**src/rtl/capture_sequencer.sv**
```systemverilog
// Stereo capture sequencer: shared camera trigger, dual frame-done wait with
// tick-based timeout, fixed trigger pacing, frame/timeout counters.
module capture_sequencer #(
  parameter int TRIG_TICKS    = 4,
  parameter int TIMEOUT_TICKS = 1000,
  parameter int PERIOD_TICKS  = 33
) (
  input  logic        clk_in,
  input  logic        rst_n_in,
  input  logic        tick_in,
  input  logic        enable_in,
  input  logic        done_a_in,
  input  logic        done_b_in,
  output logic        trig_out,
  output logic        busy_out,
  output logic        frame_valid_out,
  output logic        timeout_out,
  output logic [15:0] frame_cnt_out,
  output logic [7:0]  err_cnt_out
);
  localparam int MAX_TICKS = (TIMEOUT_TICKS > PERIOD_TICKS) ? TIMEOUT_TICKS : PERIOD_TICKS;
  localparam int TW        = $clog2(MAX_TICKS + 1);
  localparam logic [TW-1:0] TRIG_LAST = TW'(TRIG_TICKS - 1);
  localparam logic [TW-1:0] TO_LAST   = TW'(TIMEOUT_TICKS - 1);
  localparam logic [TW-1:0] PERIOD    = TW'(PERIOD_TICKS);

  typedef enum logic [1:0] {IDLE, TRIG, WAIT, HOLDOFF} state_t;

  state_t        state;
  logic [TW-1:0] tcnt;
  logic [TW-1:0] tcnt_inc;
  logic          fa, fb;

  // Tick counter saturates so a stalled holdoff can never wrap back below PERIOD.
  assign tcnt_inc = (tick_in && (tcnt != '1)) ? tcnt + TW'(1) : tcnt;

  always_ff @(posedge clk_in or negedge rst_n_in) begin
    if (!rst_n_in) begin
      state           <= IDLE;
      tcnt            <= '0;
      fa              <= 1'b0;
      fb              <= 1'b0;
      trig_out        <= 1'b0;
      busy_out        <= 1'b0;
      frame_valid_out <= 1'b0;
      timeout_out     <= 1'b0;
      frame_cnt_out   <= '0;
      err_cnt_out     <= '0;
    end else begin
      frame_valid_out <= 1'b0;
      timeout_out     <= 1'b0;
      case (state)
        IDLE: begin
          if (enable_in && tick_in) begin
            state    <= TRIG;
            tcnt     <= '0;
            fa       <= 1'b0;
            fb       <= 1'b0;
            trig_out <= 1'b1;
            busy_out <= 1'b1;
          end
        end
        TRIG: begin
          tcnt <= tcnt_inc;
          if (done_a_in) fa <= 1'b1;
          if (done_b_in) fb <= 1'b1;
          if (tick_in && (tcnt == TRIG_LAST)) begin
            state    <= WAIT;
            trig_out <= 1'b0;
          end
        end
        WAIT: begin
          tcnt <= tcnt_inc;
          if (done_a_in) fa <= 1'b1;
          if (done_b_in) fb <= 1'b1;
          // Success is checked first so a done landing on the timeout tick still counts.
          if ((fa | done_a_in) & (fb | done_b_in)) begin
            state           <= HOLDOFF;
            frame_valid_out <= 1'b1;
            frame_cnt_out   <= frame_cnt_out + 16'd1;
          end else if (tick_in && (tcnt == TO_LAST)) begin
            state       <= HOLDOFF;
            timeout_out <= 1'b1;
            if (err_cnt_out != 8'hFF) err_cnt_out <= err_cnt_out + 8'd1;
          end
        end
        HOLDOFF: begin
          if (tcnt >= PERIOD) begin
            if (enable_in) begin
              state    <= TRIG;
              tcnt     <= '0;
              fa       <= 1'b0;
              fb       <= 1'b0;
              trig_out <= 1'b1;
            end else begin
              state    <= IDLE;
              busy_out <= 1'b0;
            end
          end else begin
            tcnt <= tcnt_inc;
          end
        end
        default: state <= IDLE;
      endcase
    end
  end
endmodule

```
**config.mk**
```make
export PLATFORM = sky130hd
export DESIGN_NAME = capture_sequencer
export DESIGN_NICKNAME = d
export VERILOG_FILES = /design/src/rtl/capture_sequencer.sv
export SDC_FILE = /design/constraint.sdc
export NUM_CORES = 1
export LEC_CHECK = 0
export CAP_MARGIN = 10
export CORE_MARGIN = 2
export CORE_UTILIZATION = 55
export DETAILED_ROUTE_END_ITERATION = 8
export DONT_BUFFER_PORTS = 1
export PLACE_DENSITY_LB_ADDON = 0.08
export SLEW_MARGIN = 20
export SYNTH_ARGS = -nofsm -noshare
export SYNTH_HDL_FRONTEND = slang
export SYNTH_SLANG_ARGS = --single-unit
```
**constraint.sdc**
```tcl
create_clock -name clk_in -period 4 [get_ports clk_in]
set_input_delay 0.8 -clock clk_in [delete_from_list [all_inputs] [get_ports clk_in]]
set_output_delay 0.8 -clock clk_in [all_outputs]
set_load 0.05 [all_outputs]
```
### After elaboration in Yosys (flattened, before gate mapping)

Cells that the tools add are included.
W data, S select, Z words.

* $add $sub $neg: 3
* magnitude comparators: 1
* equality and inequality tests: 16
* mux-type cells: 32
* bitwise operators: 4
* reductions and logical operators: 16

Operators with widths (count)
* $mux W10: 4
* $pmux W10 S3: 1
* $reduce_and A4 Y1: 5
* $mux W1: 17
* $add A16 B1 Y16 const B: 1
* $add A10 B1 Y10 const B: 1
* $eq A10 B10 Y1 const B: 1
* $eq A10 B2 Y1 const B: 1
* $ge A10 B6 Y1 const B: 1
* $mux W2: 5
* $ne A10 B10 Y1 const B: 1
* $ne A2 B2 Y1 const B: 5
* $pmux W1 S3: 3
* $add A8 B1 Y8 const B: 1
* $ne A8 B8 Y1 const B: 1
* $pmux W2 S4: 1
* $ne A3 B3 Y1 const B: 2
* $reduce_and A5 Y1: 1
* $eq A2 B2 Y1 const B: 2
* $logic_and A1 B1 Y1: 4
* $ne A2 B1 Y1 const B: 2
* $reduce_and A2 Y1: 2
* $reduce_bool A3 Y1: 1
* $eq A2 B1 Y1 const B: 1
* other kinds (7): 8

* flip-flop bits (word level): 42
* bits of input ports: 6
* logic and storage cells: 82

### Depth between registers and ports, before layout

Gate-level depths: netlist (run 1).

* depth after elaboration: 5
* depth in mapped cells: 8
* mapped depth without buffers: 8

### Least setup slack after synthesis (run 1)

OpenSTA, ideal clock, no wires.

* path type: register to register
* from: register tcnt[0]
* to: register tcnt[4]
* arrival: 2.598 ns
* required time: 3.837 ns
* setup slack: 1.238 ns
* stages on the path, launching flop included: 7
* path buffers: 0
* clock period less this slack: 2.762 ns
* path through: dfrtp_1 > ha_1 > or4b_4 > a211oi_2 > mux2_1 > a221oi_1 > nor3_1

* word-level cells in the longest chain between the ends: 5
* elaborated cells on any way between the ends: 9
* those cells by class: 1 x add/sub; 1 x order compare; 2 x eq/ne; 3 x mux; 2 x reduce/logical

RTL lines
* start, declared: line 30 `logic [TW-1:0] tcnt;`
* start signal, assigned: line 64 `tcnt <= tcnt_inc;`
* start signal, assigned: line 73 `tcnt <= tcnt_inc;`
* start signal, assigned: line 100 `tcnt <= tcnt_inc;`
* branches (longest 5 deep; another with $add A10 B1 Y10)

Several ways; the timed one is not identified.
A chain may end at the register's enable or synchronous reset.

### Worst setup path after layout (run 1)

* from: register tcnt[1]
* to: register tcnt[8]

Same word-level chain as after synthesis.

==> impl_metrics.ini, run 1 <==
[timing]
clock_skew_ps = 7.22
hold_viol_final = 0
fin_crit_sh_pct = 65.6
setup_violations = 0
max_slew_margin_pct = 37.5
setup_tns_ps = 0
worst_pin_slew_ps = 931
holdWs_ps = 190
grt_setup_unrepaired = no
fmax_ghz = 0.381
drv_slew = 0
period_minus_slack_ps = 2620

[grt]
grt.busiest_layer = met2
grt_pass1_wl_um = 7580
grt.met1_usage_pct = 27.0
grt_overflow = 0
use_met2_pct = 37.1
grt_max_degree = 43
met3_usage_pct = 5.92
grt_use_total_pct = 22.3
antenna_found_initial = 0
grt_pass1_vias = 1662

[yosys]
synth.yosys.seq_area_share_pct = 46.7
yosys_register_bits = 42
ys_types = 49
async_flop_share_pct = 100
synth_area_leaders = dfrtp_1 (47%), xnor2_1 (6.6%), ha_1 (6.1%), nand3_1 (3.8%), nand4_1 (2.8%)
avgSynthCellArea_sq_um = 10.5
synth_top_flop_cell = dfrtp_1
netlist_instances = 214
synthesis.nets = 231
yosys.area.top_type = dfrtp_1
synth_edf_count = 0
yosys_warnings = 0
synthesis.area_sq_um = 2250
synth_top_area_share_pct = 46.7

[clocking]
cts_hold_buf = 0
clockRootBuffer = clkbuf_8
cts_tree = yes
cts_setup_buffers = 0
cts_buffer_depth = 2
clk_pin_slew_ps = 80
htreeDepth = 2
clock_sinks = 42
post_cts_resized = 0
clkLatencyLatePin_ps = 300
cts_inserted_buffers = 5

[place]
placedCellCount = 261
numPortBuffers = 0
hpwl_um = 3300
gp_congestion = 0.812

[routing]
post-route-drc-count = 0
final_antenna_net_count = 0
wl_um = 4530
drt_iter0_markers = 87
routed_via_density = 6.28
vias = 1688
wire_per_inst_um = 16.8
drtPass1Iterations = 4

[floorplan]
top_level_ports = 34
die_w_um = 68.0
num_rows = 23
fp.dieH_um = 68.0
die-area_sq_um = 4620
core-area_sq_um = 3970
start_util_pct = 56.6

[run_status]
status = complete, no violations

[worst_setup_path]
cp_max_fo = 10
reg2reg_depth = 8
rrSetupSlack_ps = 1380
worstPathCellList = inv_1 > ha_1 > or4b_4 > a211oi_2 > mux2_1 > a221oi_1 > buf_4 > a311oi_1
start_kind = register
slowest_stage = or4b_4
arrival_ps = 2790
worst_r2r_startpoint = tcnt[1]
path_class = register to register
cpPeakStageDelay_ps = 510
r2r_end = tcnt[8]
end_kind = register
critical_path_required_ps = 4170

[cells_and_area]
n_antenna_cell = 0
final_layout_size_suffix_gt1_share_pct = 8.22
final_cells = 269
final_cell_mix = dfrtp_1 (42), xnor2_1 (17), nand3_1 (17)
syn_to_final_growth_pct = 8.34
nets = 235
layout_commonest_cell = dfrtp_1

[job]
max_cap_viol_count = 0

[power]
power.total_mw = 1.50
ir_worst_vdd_uv = 283
power_density_nw_per_um2 = 615
power_leakage_nw = 1.05

[hold_path]
hold_path.class = input pin to asynchronous set/reset pin
## critical path: cells and delay by family, from the launching register on
kind            cells  cell delay, ps
compound gates      3             740
fa+ha+maj           1             180
buf+inv             2             310
flops               1             400
mux                 1             360
simple gates        1             510
## flip-flops by register name (all words and copies together), names as in the netlist
register and flops:
state 2, err_cnt_out 8, frame_valid_out 1, fa 1, frame_cnt_out 16, timeout_out 1, fb 1, tcnt 10
busy_out 1, trig_out 1
## synth_stat cells, types with 3 or more instances
master,number
dfrtp_1,42
nand3_1,17
xnor2_1,17
nand2_1,13
a21oi_1,11
ha_1,11
inv_1,10
nand4_1,10
nor2_1,9
o31ai_1,7
and3_1,5
or4_1,5
xor2_1,5
nor4_1,3
o21ai_0,3
o21ai_1,3
## metal layers
layer,vias up,part of all wire (%)
li1,797,-
met1,848,45
met2,37,49
met3,6,5.4
met4,0,1.3
met5,-,0
## worst max-delay path by stage
stage | start | endpoint | slack (ps) | cells past startpoint
floorplan | tcnt[0] | tcnt[4] | 1240 | 6
global placement | tcnt[0] | tcnt[8] | 1480 | 7
detailed placement | tcnt[1] | tcnt[8] | 1390 | 8
CTS | tcnt[1] | tcnt[8] | 1380 | 8
global route | tcnt[0] | err_cnt_out[3] | 1210 | 6
finish | tcnt[1] | tcnt[8] | 1380 | 8
## cell families after synthesis
| logic type | synth area share (%) |
|---|---|
| fa+ha+maj | 6.12 |
| simple gates | 19.4 |
| compound gates | 15.0 |
| buf+inv | 2.78 |
| xor+xnor | 8.56 |
| mux | 1.50 |
| flops | 46.7 |
## where the power goes
part	switching (mW)	internal, mW
Combinational	0.250	0.190
Clock	0.146	0.266
Sequential	0.165	0.483
Total	0.560	0.939
## per-stage QoR
| stage | util, % | area, sq um | setup WS [ps] |
|---|---|---|---|
| 3_5_place_dp | 57.8 | 2290 | 1390 |
| 4_1_cts | 61.4 | 2440 | 1380 |
| 2_1_floorplan | - | 2250 | 1240 |
| 5_1_grt | 61.4 | 2440 | 1210 |
| 6_report | 61.4 | 2440 | 1380 |
| 3_3_place_gp | 57.8 | 2290 | 1480 |
## area by class of cell
class                   count  area [sq um]
well taps                  50          62.6
inverters                  10          37.5
flip-flops and latches     42          1050
clock inverters             2          60.1
fillers                   346          1530
clock buffers               6          82.6
repair buffers              1          7.51
multi-input cells         158          1140
(Power assumes the default switching activity.)
==> run 2: changes to the inputs <==
- clock period: 4 -> 2.7 ns (I/O delays scaled with it)
==> run 2 against run 1 <==
  * Register-to-register slack got worse by 1200 ps
  * Total power up 46%
  * First-iteration DRC count is 10% higher
  * Critical path depth decreased by 1
  * Die area stayed put
  * Final area is 5.0% higher
  * Largest cell class unchanged
  * Utilization rose by 3.1 points
  * Clock skew shrank 1.1 ps
  * Via count increased by 3.0%
  * Critical path type unchanged
  * Count of clock-buffer cells in the layout fell by 1
  * Sequential power grew 32%
  * Non-clock buffer count rose by 16
==> impl_metrics.ini, run 2 (same netlist as run 1, synthesis figures left out) <==
[timing]
setup_violations = 0
setup_tns_ps = 0
max_slew_margin_pct = 57.6
period_minus_slack_ps = 2550
drv_slew = 0
grt_setup_unrepaired = no
worst_pin_slew_ps = 637
clock_skew_ps = 6.08
fmax_ghz = 0.392
layout_setup_ws_ps = 148
hold_viol_final = 0
fin_crit_sh_pct = 94.5

[clocking]
clkLatencyLatePin_ps = 290
cts_tree = yes
clockRootBuffer = clkbuf_8
htreeDepth = 2
cts_buffer_depth = 2
cts_inserted_buffers = 5
clock_sinks = 42
clk_pin_slew_ps = 80

[cells_and_area]
fillerInstances = 344
syn_to_final_growth_pct = 13.7
reg.largest.list = frame_cnt_out (16), tcnt (10), err_cnt_out (8)
final_layout_size_suffix_gt1_share_pct = 14.9
nets = 251
regMostFlops = frame_cnt_out
layout_commonest_cell = dfrtp_1
n_antenna_cell = 0
final_cell_mix = dfrtp_1 (42), xnor2_1 (17), nand3_1 (17)
largest_reg_flops = 16

[floorplan]
fp.dieH_um = 68.0
start_util_pct = 56.6
num_rows = 23
die_w_um = 68.0
top_level_ports = 34
core-area_sq_um = 3970
die-area_sq_um = 4620

[grt]
antenna_found_initial = 0
grt_pass1_vias = 1797
grt_max_degree = 43
grt_pass1_wl_um = 7920
grt_overflow = 0
grt_use_total_pct = 22.7

[routing]
wl_um = 4620
drt_iter0_markers = 96
routed_via_density = 6.10
final_antenna_net_count = 0
drtPass1Iterations = 4
post-route-drc-count = 0
vias = 1739
wire_per_inst_um = 16.2

[job]
max_cap_viol_count = 0

[hold_path]
hold_path.class = input pin to asynchronous set/reset pin

[place]
numPortBuffers = 0
hpwl_um = 3450
dp_slack_ps = 134
gp_congestion = 0.858

[worst_setup_path]
critPathLaunch = tcnt[1]
critical_path_required_ps = 2920
arrival_ps = 2770
worst_r2r_startpoint = tcnt[1]
cp_max_fo = 15
start_kind = register
end_kind = register
path_class = register to register

[power]
power.total_mw = 2.19
power_leakage_nw = 1.13
ir_worst_vdd_uv = 585
power_density_nw_per_um2 = 858

[run_status]
status = complete, no violations
-- run 2: cell type report --
cell class	count	area, sq um	area share [%]
inverter	10	37.5	1.47
multi-input combinational	158	1160	45.3
clock buffer	5	68.8	2.69
timing repair buffer	17	140	5.48
clock inverter	3	40.0	1.56
tap	50	62.6	2.44
sequential	42	1050	41.1
-- run 2: report_power, final --
group / total [mW] / switching (mW) / internal [mW]
registers: 0.855 / 0.139 / 0.716
clock network: 0.488 / 0.215 / 0.272
logic: 0.851 / 0.518 / 0.333
total: 2.19 / 0.872 / 1.32
-- run 2: repair_timing --
item,CTS,global route
hold endpoints to repair,42,0
endpoints found under the setup margin,0,7
hold buffers,1,0
gates resized for setup,0,2
setup buffers,0,0
-- run 2: worst max-delay path: stages (launching register included) --
cell       delay (ps)
dfrtp_1           400
inv_1              80
ha_1              180
or4b_4            520
a2111oi_4         400
o31ai_4           200
or4_1             540
a21oi_1           150
-- run 2: worst paths after layout --
check                                          to  slack [ps]  depth (start not counted)
worst max register to register            tcnt[3]         150                          7
max in group asynchronous       frame_cnt_out[11]        2410                          1
min in group clk_in                      busy_out         400                          2
worst max-delay path                      tcnt[3]         150                          7
worst min register to register                 fb         530                          1
worst min-delay path                     state[0]          80                          1
-- run 2: per-stage QoR --
stage                     util, %  hold slack (ps)  cell area, sq um  instances
after floorplan                 -              244              2260        214
after global placement       60.8              245              2410        276
after detailed placement     60.8              245              2410        276
after CTS                    64.0             86.8              2540        285
after global routing         64.4             87.4              2560        285
final                        64.4             77.3              2560        285
-- run 2: routing by layer --
layer / GRT usage (%) / wire [um]
met1: 25.1 / 1970
met2: 39.8 / 2310
met3: 7.57 / 258
met4: 9.75 / 79
met5: 0 / 0
==> run 3: changes to the inputs <==
- SLEW_MARGIN: 20 -> 10
==> results of run 3 <==
Same layout as run 2: the final DEF is identical, and so are final timing and power.
